File: config.mk
export PLATFORM = sky130hd
export DESIGN_NAME = syn_pc_unit
export DESIGN_NICKNAME = d
export VERILOG_FILES = /design/src/rtl/syn_pc_unit_pkg.sv /design/src/rtl/syn_pc_unit_stat_counter.sv /design/src/rtl/syn_pc_unit.sv
export SDC_FILE = /design/constraint.sdc
export NUM_CORES = 1
export LEC_CHECK = 0
export CORE_ASPECT_RATIO = 2
export CORE_UTILIZATION = 43
export CTS_CLUSTER_DIAMETER = 100
export DETAILED_ROUTE_END_ITERATION = 12
export PLACE_DENSITY_LB_ADDON = 0.15
export SLEW_MARGIN = 20
export SYNTH_ARGS = -nofsm -noshare
export SYNTH_HDL_FRONTEND = slang
export SYNTH_SLANG_ARGS = --single-unit
File: constraint.sdc
create_clock -name clk -period 2.4 [get_ports clk]
set_input_delay 0.48 -clock clk [delete_from_list [all_inputs] [get_ports clk]]
set_output_delay 0.48 -clock clk [all_outputs]
set_load 0.005 [all_outputs]
File: src/rtl/syn_pc_unit_pkg.sv
// Shared definitions for the program-counter stage: FSM encoding and default reset PC.
package syn_pc_unit_pkg;

  typedef enum logic {
    PC_ST_RUN  = 1'b0,
    PC_ST_HALT = 1'b1
  } pc_state_e;

  localparam logic [31:0] PC_RESET_DEF = 32'h0000_0000;
  localparam logic [31:0] PC_STEP      = 32'd4;

endpackage

File: src/rtl/syn_pc_unit_stat_counter.sv
// Wrap-around event counter with synchronous active-low clear.
module syn_stat_counter #(
  parameter int W = 32
) (
  input  logic         clk,
  input  logic         rst_n,
  input  logic         inc,
  output logic [W-1:0] cnt
);

  logic [W-1:0] cnt_d;
  logic [W-1:0] cnt_q;

  // next count: +1 on inc, natural modulo-2^W wrap
  always_comb begin
    cnt_d = cnt_q;
    if (inc) begin
      cnt_d = cnt_q + {{(W-1){1'b0}}, 1'b1};
    end else begin
      cnt_d = cnt_q;
    end
  end

  // count register
  always_ff @(posedge clk) begin
    if (!rst_n) begin
      cnt_q <= {W{1'b0}};
    end else begin
      cnt_q <= cnt_d;
    end
  end

  assign cnt = cnt_q;

endmodule

File: src/rtl/syn_pc_unit.sv
// Program-counter stage: registers the aligned next PC, exports pc/pc+4,
// runs the RUN/HALTED control and keeps instruction/branch/jump statistics.
module syn_pc_unit
  import syn_pc_unit_pkg::*;
#(
  parameter logic [31:0] RESET_PC = PC_RESET_DEF,
  parameter int          CNT_W    = 32
) (
  input  logic             clk,
  input  logic             rst_n,
  input  logic             en,
  input  logic [31:0]      pc_new,
  input  logic             branched,
  input  logic             is_jump,
  input  logic             halt,
  input  logic             resume,
  output logic [31:0]      pc,
  output logic [31:0]      pc_4,
  output logic             halted,
  output logic [CNT_W-1:0] cnt_instr,
  output logic [CNT_W-1:0] cnt_branch,
  output logic [CNT_W-1:0] cnt_jump
);

  pc_state_e   state_d;
  pc_state_e   state_q;
  logic [31:0] pc_d;
  logic [31:0] pc_q;
  logic        step_run_s;
  logic [2:0]  inc_s;
  logic        unused_pc_low_s;

  assign unused_pc_low_s = ^pc_new[1:0];
  assign pc_4            = pc_q + PC_STEP;
  assign step_run_s      = en & (state_q == PC_ST_RUN);
  assign inc_s           = {3{step_run_s}} & {1'b1, branched, is_jump};

  // next-state and next-pc; halt takes priority, resume only matters in HALTED
  always_comb begin
    state_d = state_q;
    pc_d    = pc_q;
    if (en) begin
      case (state_q)
        PC_ST_RUN: begin
          if (halt) begin
            state_d = PC_ST_HALT;
          end else begin
            pc_d = {pc_new[31:2], 2'b00};
          end
        end
        PC_ST_HALT: begin
          if (resume) begin
            pc_d    = pc_4;
            state_d = PC_ST_RUN;
          end else begin
            state_d = PC_ST_HALT;
          end
        end
        default: begin
          state_d = PC_ST_RUN;
        end
      endcase
    end else begin
      state_d = state_q;
      pc_d    = pc_q;
    end
  end

  // pc and FSM state registers
  always_ff @(posedge clk) begin
    if (!rst_n) begin
      state_q <= PC_ST_RUN;
      pc_q    <= RESET_PC;
    end else begin
      state_q <= state_d;
      pc_q    <= pc_d;
    end
  end

  assign pc     = pc_q;
  assign halted = (state_q == PC_ST_HALT);

  syn_stat_counter #(.W(CNT_W)) u_cnt_instr (
    .clk   (clk),
    .rst_n (rst_n),
    .inc   (inc_s[2]),
    .cnt   (cnt_instr)
  );

  syn_stat_counter #(.W(CNT_W)) u_cnt_branch (
    .clk   (clk),
    .rst_n (rst_n),
    .inc   (inc_s[1]),
    .cnt   (cnt_branch)
  );

  syn_stat_counter #(.W(CNT_W)) u_cnt_jump (
    .clk   (clk),
    .rst_n (rst_n),
    .inc   (inc_s[0]),
    .cnt   (cnt_jump)
  );

endmodule

## Yosys cells after proc, flatten, opt, wreduce, memory -nomap -nowiden

Index checks and enable logic that the tools add are counted.
Widths: inputs -> output; s select.

| word-level totals | value |
|---|---|
| input port bits | 39 |
| memories kept | 0 |
| logic and storage cells | 21 |
| flip-flop bits (word level) | 129 |
| output and inout bits | 161 |
| memory bits (read-only) | 0 |
| bits in writable memories | 0 |
| bits in latches | 0 |

| operators by class | value |
|---|---|
| bitwise gates (word level) | 3 |
| multiplexer cells | 6 |
| order comparisons | 0 |
| divide/modulo/power cells | 0 |
| equal/unequal tests | 2 |
| add/subtract/negate cells | 4 |
| multipliers | 0 |
| reduce and logical (&&, ||, !) cells | 1 |
| shift operators | 0 |

Operators by type and width:

| cell | count |
|---|---|
| $add 32x1->32 const B | 3 |
| $mux 32 | 2 |
| $pmux 32 s2 | 1 |
| $add 32x3->32 const B | 1 |
| $ne 2x2->1 const B | 2 |
| $and 3x3->3 | 1 |
| $reduce_and 3->1 | 1 |
| $mux 1 | 2 |
| $pmux 1 s2 | 1 |
| $and 1x1->1 | 1 |
| $not 1->1 | 1 |

## Depth between registers and ports, before layout

Gate-level depths: netlist of run 1.

| logic depth | value |
|---|---|
| depth in word-level cells | 3 |
| depth in mapped cells | 7 |
| mapped depth without buffers | 6 |

## Cells and area by module

From an unflattened synthesis of run 1, not the netlist that was laid out.

| second synthesis, totals | value |
|---|---|
| cells, all modules | 846 |
| area total of the unflattened synthesis | 7095.6 µm² |

By module, submodules not included:

| module | cells an instance | sequential area each (µm²) | times used | area an instance (µm²) |
|---|---|---|---|---|
| syn_stat_counter | 176 | 640.6 | 3 | 1562.7 |
| syn_pc_unit | 318 | 620.6 | 1 | 2407.3 |

## Worst setup path after synthesis of run 1

Ideal clock, no wire load.

| path | value |
|---|---|
| kind | reg2out |
| start point | register pc_q[2] (netlist: pc[2]) |
| end point | output port pc_4[24] |
| path slack | -37 ps |
| cell stages (with the launch flop) | 7 |
| arrival | 1957 ps |
| cell sequence | dfxtp_1 > ha_1 > nand2_1 > or4_1 > buf_2 > or3_1 > xnor2_1 |

| between the ends | value |
|---|---|
| longest elaborated chain between the ends | 1 |

RTL lines:

| element | line | text |
|---|---|---|
| from (decl) | syn_pc_unit.sv:28 | `logic [31:0] pc_q;` |
| from (signal assigned) | syn_pc_unit.sv:76 | `pc_q <= pc_d;` |
| $add 32x3->32 | syn_pc_unit.sv:34 | `assign pc_4 = pc_q + PC_STEP;` |
| to (decl) | syn_pc_unit.sv:18 | `output logic [31:0] pc_4,` |

No other way between the ends.

## Final worst setup path of run 1

| path | value |
|---|---|
| start point | register pc_q[2] (netlist: pc[2]) |
| end point | output port pc_4[30] |

The elaborated chain is that of the path after synthesis.

==> impl_results.md, run 1 <==
- Clock Skew: 0.0107 ns
- Largest family of logic cells by synthesized area: simple AND/OR/NAND/NOR gates
- Fmax: 372 MHz
- Initial Utilization: 43.8%
- Data arrival, critical path: 2.21 ns
- Critical path capture point type: primary output
- Antenna violations before repair: 0
- Full die area: 0.0160 mm²
- RR Endpoint: pc[22]
- Clock Path Buffers: 2
- Vias in the first global route: 7614
- Critical path type: reg -> out
- Fin. max-slew vios: 0
- WL per Instance: 17.6 µm
- Chip Height: 178 µm
- R2R setup slack: -0.25 ns
- CTS buffer count: 17
- Top post-synthesis cells by area: dfxtp_1 (38%), xor2_1 (7.4%), nor2_1 (5.9%), xnor2_1 (5.5%), nand3_1 (4.1%)
- Synth Area in Adders: 0.750%
- Top Ports: 200
- Count leader, synth: dfxtp_1
- Post-synth top cells: dfxtp_1 (127), nor2_1 (104), nand2_1 (65)
- Pwr Density: 496 mW/mm²
- Antenna viol nets, final: 0
- Hold_sp: u_cnt_branch.cnt[31]
- Final Wtd Congestion: 0.945
- Worst Hold Class: reg -> reg
- GRT overflow: 0
- CP Cell Sequence: ha_4 > nand2_2 > or4_4 > buf_6 > nor3_4 > xor2_1 > buf_2
- Slew HR: 55.6%
- Area after DPL: 0.00963 mm²
- CP max stage cell: or4_4
- Layout cell share with drive strength beyond 1: 25.6%
- Crit-path max cell delay: 0.51 ns
- Top delay family on crit path: simple AND/OR/NAND/NOR gates
- Crit path max fanout: 5
- Fin. Hold Viols: 0
- Drt total wl: 24.1 mm
- Post-route cell area: 0.0110 mm²
- IO Port Bufs: 193
- Fraction of registers with async set/reset: 0%
- Final min period: 2.69 ns
- Post-synth cell types: 58
- Largest net degree at the start of global routing: 37
- Failing checks: setup timing
- WHS Endpoint: u_cnt_branch.cnt[31]
- Syn_area_per_cell: 8.14 µm²
- PnR worst setup slack: -0.285 ns
- Total global-route track usage: 30.1%
- WP data required: 1.92 ns
- Worst-path clk slew: 0.06 ns
- Mux contribution to synthesized area: 1.65%
- Final period utilization: 112%
- Cell Rows: 64
- VDD IR-drop max: 0.477 mV
- Vias: 7570
- H-tree levels: 4
- Total power: 0.00545 W
- Max Cap Violations: 0
- Reg2reg path depth: 17
- Mapped Area: 0.00667 mm²
- Clock latency reported for the late side of the worst-skew pair: 0.42 ns
- First-pass GRT wire length: 37.8 mm
- Simple-Gate Fraction of Synth Area: 32.0%
- Leak Pwr: 4.42 nW
- Synth top area share: 38.1%
- Hold buffers post-CTS: 0
- Hold path cells: 2
- RSZ-0062 raised after global routing: yes
- Sequential-to-total area share from yosys stat: 38.1%
- Yosys warnings: 0
- Final setup vio count: 20
- Root Driver: clkbuf_16
- Placeable Area: 0.0152 mm²
- Initial DRC Count: 261
- Reg-to-reg startpoint: pc[7]
- Worst slew pin tran: 0.661 ns
- Antenna Diode Count: 0
- Dpl hpwl: 16.8 mm
- 1st-pass router iterations: 5
- Synth-to-Final Area Change: 64.6%
- Clk sinks: 127
- Synth Area in XOR/XNOR: 12.9%
- TritonCTS clock tree: yes
- Post-synth EDFFs: 0
- Buf/Inv on CP: 2
- Type of origin of the critical path: register
- Gate Count Post-Synth: 820
- Layout Nets: 1205
- Cell accounting for the most synthesized area: dfxtp_1
- Number of synthesized register bits: 127
- Die Wd: 90.1 µm
- Outcome: finished with violations
- Via density: 5.52
- Synth Area in Compound Gates: 10.7%
- Drt drc: 0
- Synth Flop Type: dfxtp_1
stage by stage:
stage | TNS [ns] | std cells | setup WS, ns | util (%) | hold slack [ns]
2_1_floorplan | 0 | 823 | 0.00422 | - | 0.461
3_3_place_gp | -6.16 | 1291 | -0.414 | 63.3 | 0.470
3_5_place_dp | -6.78 | 1291 | -0.424 | 63.3 | 0.472
4_1_cts | -3.85 | 1371 | -0.330 | 71.6 | 0.483
5_1_grt | -4.81 | 1372 | -0.351 | 72.2 | 0.507
6_report | -3.29 | 1372 | -0.285 | 72.2 | 0.480
how the worst max path moves through the flow:
| stage | startpoint | cells past startpoint | slack, ns | end |
|---|---|---|---|---|
| global placement | pc[3] | 7 | -0.41 | pc_4[24] |
| global route | pc[13] | 7 | -0.35 | pc_4[27] |
| detailed placement | pc[3] | 7 | -0.42 | pc_4[26] |
| floorplan | pc[5] | 6 | 0.004 | pc_4[24] |
| finish | pc[2] | 7 | -0.29 | pc_4[30] |
| CTS | pc[12] | 7 | -0.33 | pc_4[27] |
worst min-delay path, delay by kind of cell (launching register included):
| family | cells | cell delay [ns] |
|---|---|---|
| DFF | 1 | 0.32 |
| and+or+nand+nor | 1 | 0.06 |
| AOI/OAI and AO/OA | 1 | 0.05 |
sequential cells by signal, summed over array words and instances (netlist names):
signal	flops
u_cnt_branch.cnt	32
u_cnt_instr.cnt	32
halted	1
pc	30
u_cnt_jump.cnt	32
logic make-up after synthesis:
group / after synthesis
simple gates: 403
flops: 127
compound gates: 113
xor+xnor: 98
buf+inv: 63
mux: 11
fa+ha+maj: 4
other cells: 1
report_power, final:
group	switching (W)	total (W)	internal, W
Sequential	0.0000489	0.00221	0.00216
Clock	0.000957	0.00258	0.00163
Combinational	0.000320	0.000663	0.000343
Total	0.00133	0.00545	0.00413
cell type report:
| cell class | count | area, µm² |
|---|---|---|
| inverter | 15 | 57.6 |
| clock buffer | 21 | 480 |
| multi-input combinational | 633 | 4210 |
| sequential | 127 | 2560 |
| timing repair buffer | 368 | 3310 |
| clock inverter | 10 | 111 |
| fill | 1176 | 4230 |
| tap | 198 | 248 |
routing by layer:
layer | vias up | GRT usage [%] | share of wire, %
met1 | 3589 | 28.2 | 35
met5 | - | 0 | 0
met2 | 282 | 58.0 | 55
met3 | 88 | 6.27 | 4.5
met4 | 0 | 19.9 | 5.7
li1 | 3611 | - | -
repair_timing:
action,4_1_cts,5_1_grt
pin swaps,39,25
buffers inserted,51,16
setup endpoints to repair,26,26
endpoints found under the hold margin,0,0
resized for setup,190,35
cell usage in the layout (no fill, tap or decap), types with 6 or more instances in the layout:
cell	instances
a21oi_1	29
a22oi_1	13
and2_1	10
and3_1	19
and4_1	11
buf_2	22
buf_4	131
buf_6	41
clkbuf_16	17
clkdlybuf4s50_1	164
dfxtp_1	113
dfxtp_2	13
inv_1	14
mux2i_1	11
nand2_1	61
nand3_1	50
nand4_1	38
nor2_1	100
nor3_1	15
nor3b_1	6
nor4_1	17
o21ai_0	30
or3_1	15
or4_1	6
xnor2_1	33
xnor2_2	9
xor2_1	54
Power figures use the tool's default switching activity.
==> run 2, diff against run 1 <==
CTS_CLUSTER_SIZE = 28   (was default)
==> results of run 2 <==
The final DEF is identical to that of run 1; final timing and power are the same.
==> run 3, diff against run 2 <==
CORE_UTILIZATION = 58   (was 43)
DONT_BUFFER_PORTS = 1   (was default)
RECOVER_POWER = 25   (was default)
==> run 3 against run 2 <==
Compared with the run above:
- the run still ends with setup timing left
- non-clock buffer count is 284 lower
- largest power group unchanged
- sequential cell count stayed put
- highest routed layer unchanged
- worst hold slack lost 0.27 ns
- final cell count is 25% lower
- routed wire length decreased by 16%
- critical path type unchanged
- core utilization grew 1.0 points
- global-route usage is 2.9 points higher
- sequential share of layout area increased by 7.8 points
- count of clock-buffer cells in the layout decreased by 3
- register-to-register slack improved by 0.39 ns
- fmax increased by 2.7%
==> impl_results.md, run 3 (synthesized netlist as in run 1, its figures left out) <==
- Layout Cells excl Fill: 1032 (-25%)
- Full die area: 0.0120 mm² (-25%)
- Critical path type: reg -> out
- Fin. Hold Viols: 0 (unchanged)
- Max Cap Violations: 0 (unchanged)
- Initial Utilization: 59.1% (+15 points)
- Fin. max-slew vios: 0 (unchanged)
- Vias in the first global route: 6622 (-13%)
- Outcome: finished with violations
- Worst slew pin tran: 0.624 ns (-0.0369 ns)
- Slew HR: 58.1% (+2.5 points)
- Drt total wl: 20.2 mm (-16%)
- Total power: 0.00522 W (-4.2%)
- First-pass GRT wire length: 30.9 mm (-18%)
- Worst-path clk slew: 0.06 ns (about the same)
- Placed Instances: 984 (-24%)
- WP data required: 1.92 ns (about the same)
- IO Port Bufs: 0 (-100%)
- Vias: 6546 (-14%)
- Drt drc: 0 (unchanged)
- Total global-route track usage: 33.0% (+2.9 points)
- DP Worst Slack: -0.0140 ns (+0.410 ns)
- Clock Path Buffers: 2 (unchanged)
- CP max stage cell: or4_4
- Hold_sp: rst_n
- Type of origin of the critical path: register
- RSZ-0062 raised after global routing: yes
- 1st-pass router iterations: 5 (unchanged)
- # fillers: 860 (-27%)
- Dpl hpwl: 14.1 mm (-16%)
- Antenna viol nets, final: 0 (unchanged)
- Clock latency reported for the late side of the worst-skew pair: 0.41 ns (about the same)
- Final period utilization: 109% (-2.9 points)
- CTS buffer count: 17 (unchanged)
- Hold buffers post-CTS: 0 (unchanged)
- Crit-path max cell delay: 0.60 ns (+0.09 ns)
- Data arrival, critical path: 2.14 ns (-0.07 ns)
- Fmax: 382 MHz (+2.7%)
- Antenna violations before repair: 0 (unchanged)
- Clk sinks: 127 (unchanged)
- H-tree levels: 4 (unchanged)
- Synth-to-Final Area Change: 23.8%
- Chip Height: 154 µm (-14%)
- GRT overflow: 0 (unchanged)
- Top Ports: 200 (unchanged)
- Initial DRC Count: 308 (+18%)
- Largest net degree at the start of global routing: 60 (+62%)
- Leak Pwr: 3.14 nW (-29%)
- Failing checks: setup timing
- Final min period: 2.62 ns (-0.0698 ns)
- Layout Nets: 921 (-24%)
- Crit. Startpoint: pc[3]
- TritonCTS clock tree: yes
- Final Wtd Congestion: 1.01 (+6.6%)
- Root Driver: clkbuf_16
- Final setup vio count: 13 (-35%)
- Pwr Density: 632 mW/mm² (+27%)
- Critical path capture point type: primary output
- Cell Rows: 55 (-14%)
- Layout cell share with drive strength beyond 1: 21.1% (-4.5 points)
- R2R setup slack: 0.14 ns (+0.39 ns)
- Via density: 6.34 (+15%)
- Worst Hold Class: in -> reg
- Most common cell after layout, fill and taps aside: dfxtp_1
- Most frequent cells in the layout: dfxtp_1 (112), nor2_1 (101), buf_4 (73), nand2_1 (61), xor2_1 (51)
- WL per Instance: 19.5 µm (+11%)
- VDD IR-drop max: 0.537 mV (+13%)
- Die Wd: 77.8 µm (-14%)
- PnR worst setup slack: -0.215 ns (+0.0698 ns)
- Placeable Area: 0.0113 mm² (-26%)
- Clock Skew: 0.0112 ns (+0.000452 ns)
- Crit path max fanout: 6 (+1)
- CP Cell Sequence: ha_4 > nand2_4 > or4_4 > buf_4 > nor3_4 > xor2_1
- Antenna Diode Count: 0 (unchanged)
- Reg-to-reg startpoint: halted
-- run 3: metal layers --
layer | share of wire, % | routed length, µm | track usage [%] | vias to the layer above
met5 | 0 | 0 | 0 | -
met4 | 3.7 | 748 | 17.9 | 0
met3 | 8.1 | 1630 | 10.4 | 59
met2 | 55 | 11100 | 63.8 | 314
met1 | 33 | 6700 | 28.9 | 3145
li1 | - | - | - | 3028
-- run 3: where the power goes --
part,switching (W),internal [W],leakage (nW)
logic,0.000233,0.000151,1.81
clock network,0.000964,0.00166,0.289
registers,0.0000639,0.00216,1.03
total,0.00126,0.00396,3.14
-- run 3: layout make-up --
class / count / area, µm² / area share [%]
multi-input cells: 633 / 4190 / 50.7
flip-flops and latches: 127 / 2570 / 31.1
repair buffers: 84 / 666 / 8.06
clock buffers: 18 / 439 / 5.32
well taps: 142 / 178 / 2.15
clock inverters: 13 / 163 / 1.97
inverters: 15 / 57.6 / 0.697
-- run 3: final timing paths --
kind	cells after the start	to
hold reg to reg	2	u_cnt_branch.cnt[31]
setup / recovery	6	pc_4[30]
hold / removal	1	pc[23]
setup reg to reg	8	pc[5]
-- run 3: worst max-delay path: cells and delay by family, from the launching register on --
family / cells / cell delay [ns]
simple gates: 3 / 0.81
buf+inv: 1 / 0.19
xor+xnor: 1 / 0.23
fa+ha+maj: 1 / 0.15
flops: 1 / 0.35
-- run 3: through the flow --
step | hold WS, ns | TNS (ns) | util [%] | cell area [µm²]
after floorplan | 0.461 | 0 | - | 6700
after global placement | 0.479 | 0 | 63.7 | 7180
after detailed placement | 0.495 | -0.0216 | 63.7 | 7180
after CTS | 0.183 | -1.31 | 71.4 | 8060
after global routing | 0.186 | -2.35 | 73.2 | 8260
final | 0.213 | -1.25 | 73.2 | 8260
-- run 3: repair_timing --
action / CTS / global route
pin swaps: 20 / 15
setup endpoints to repair: 18 / 21
buffers inserted: 9 / 9
hold endpoints to repair: 0 / 0
gates resized for setup: 47 / 35
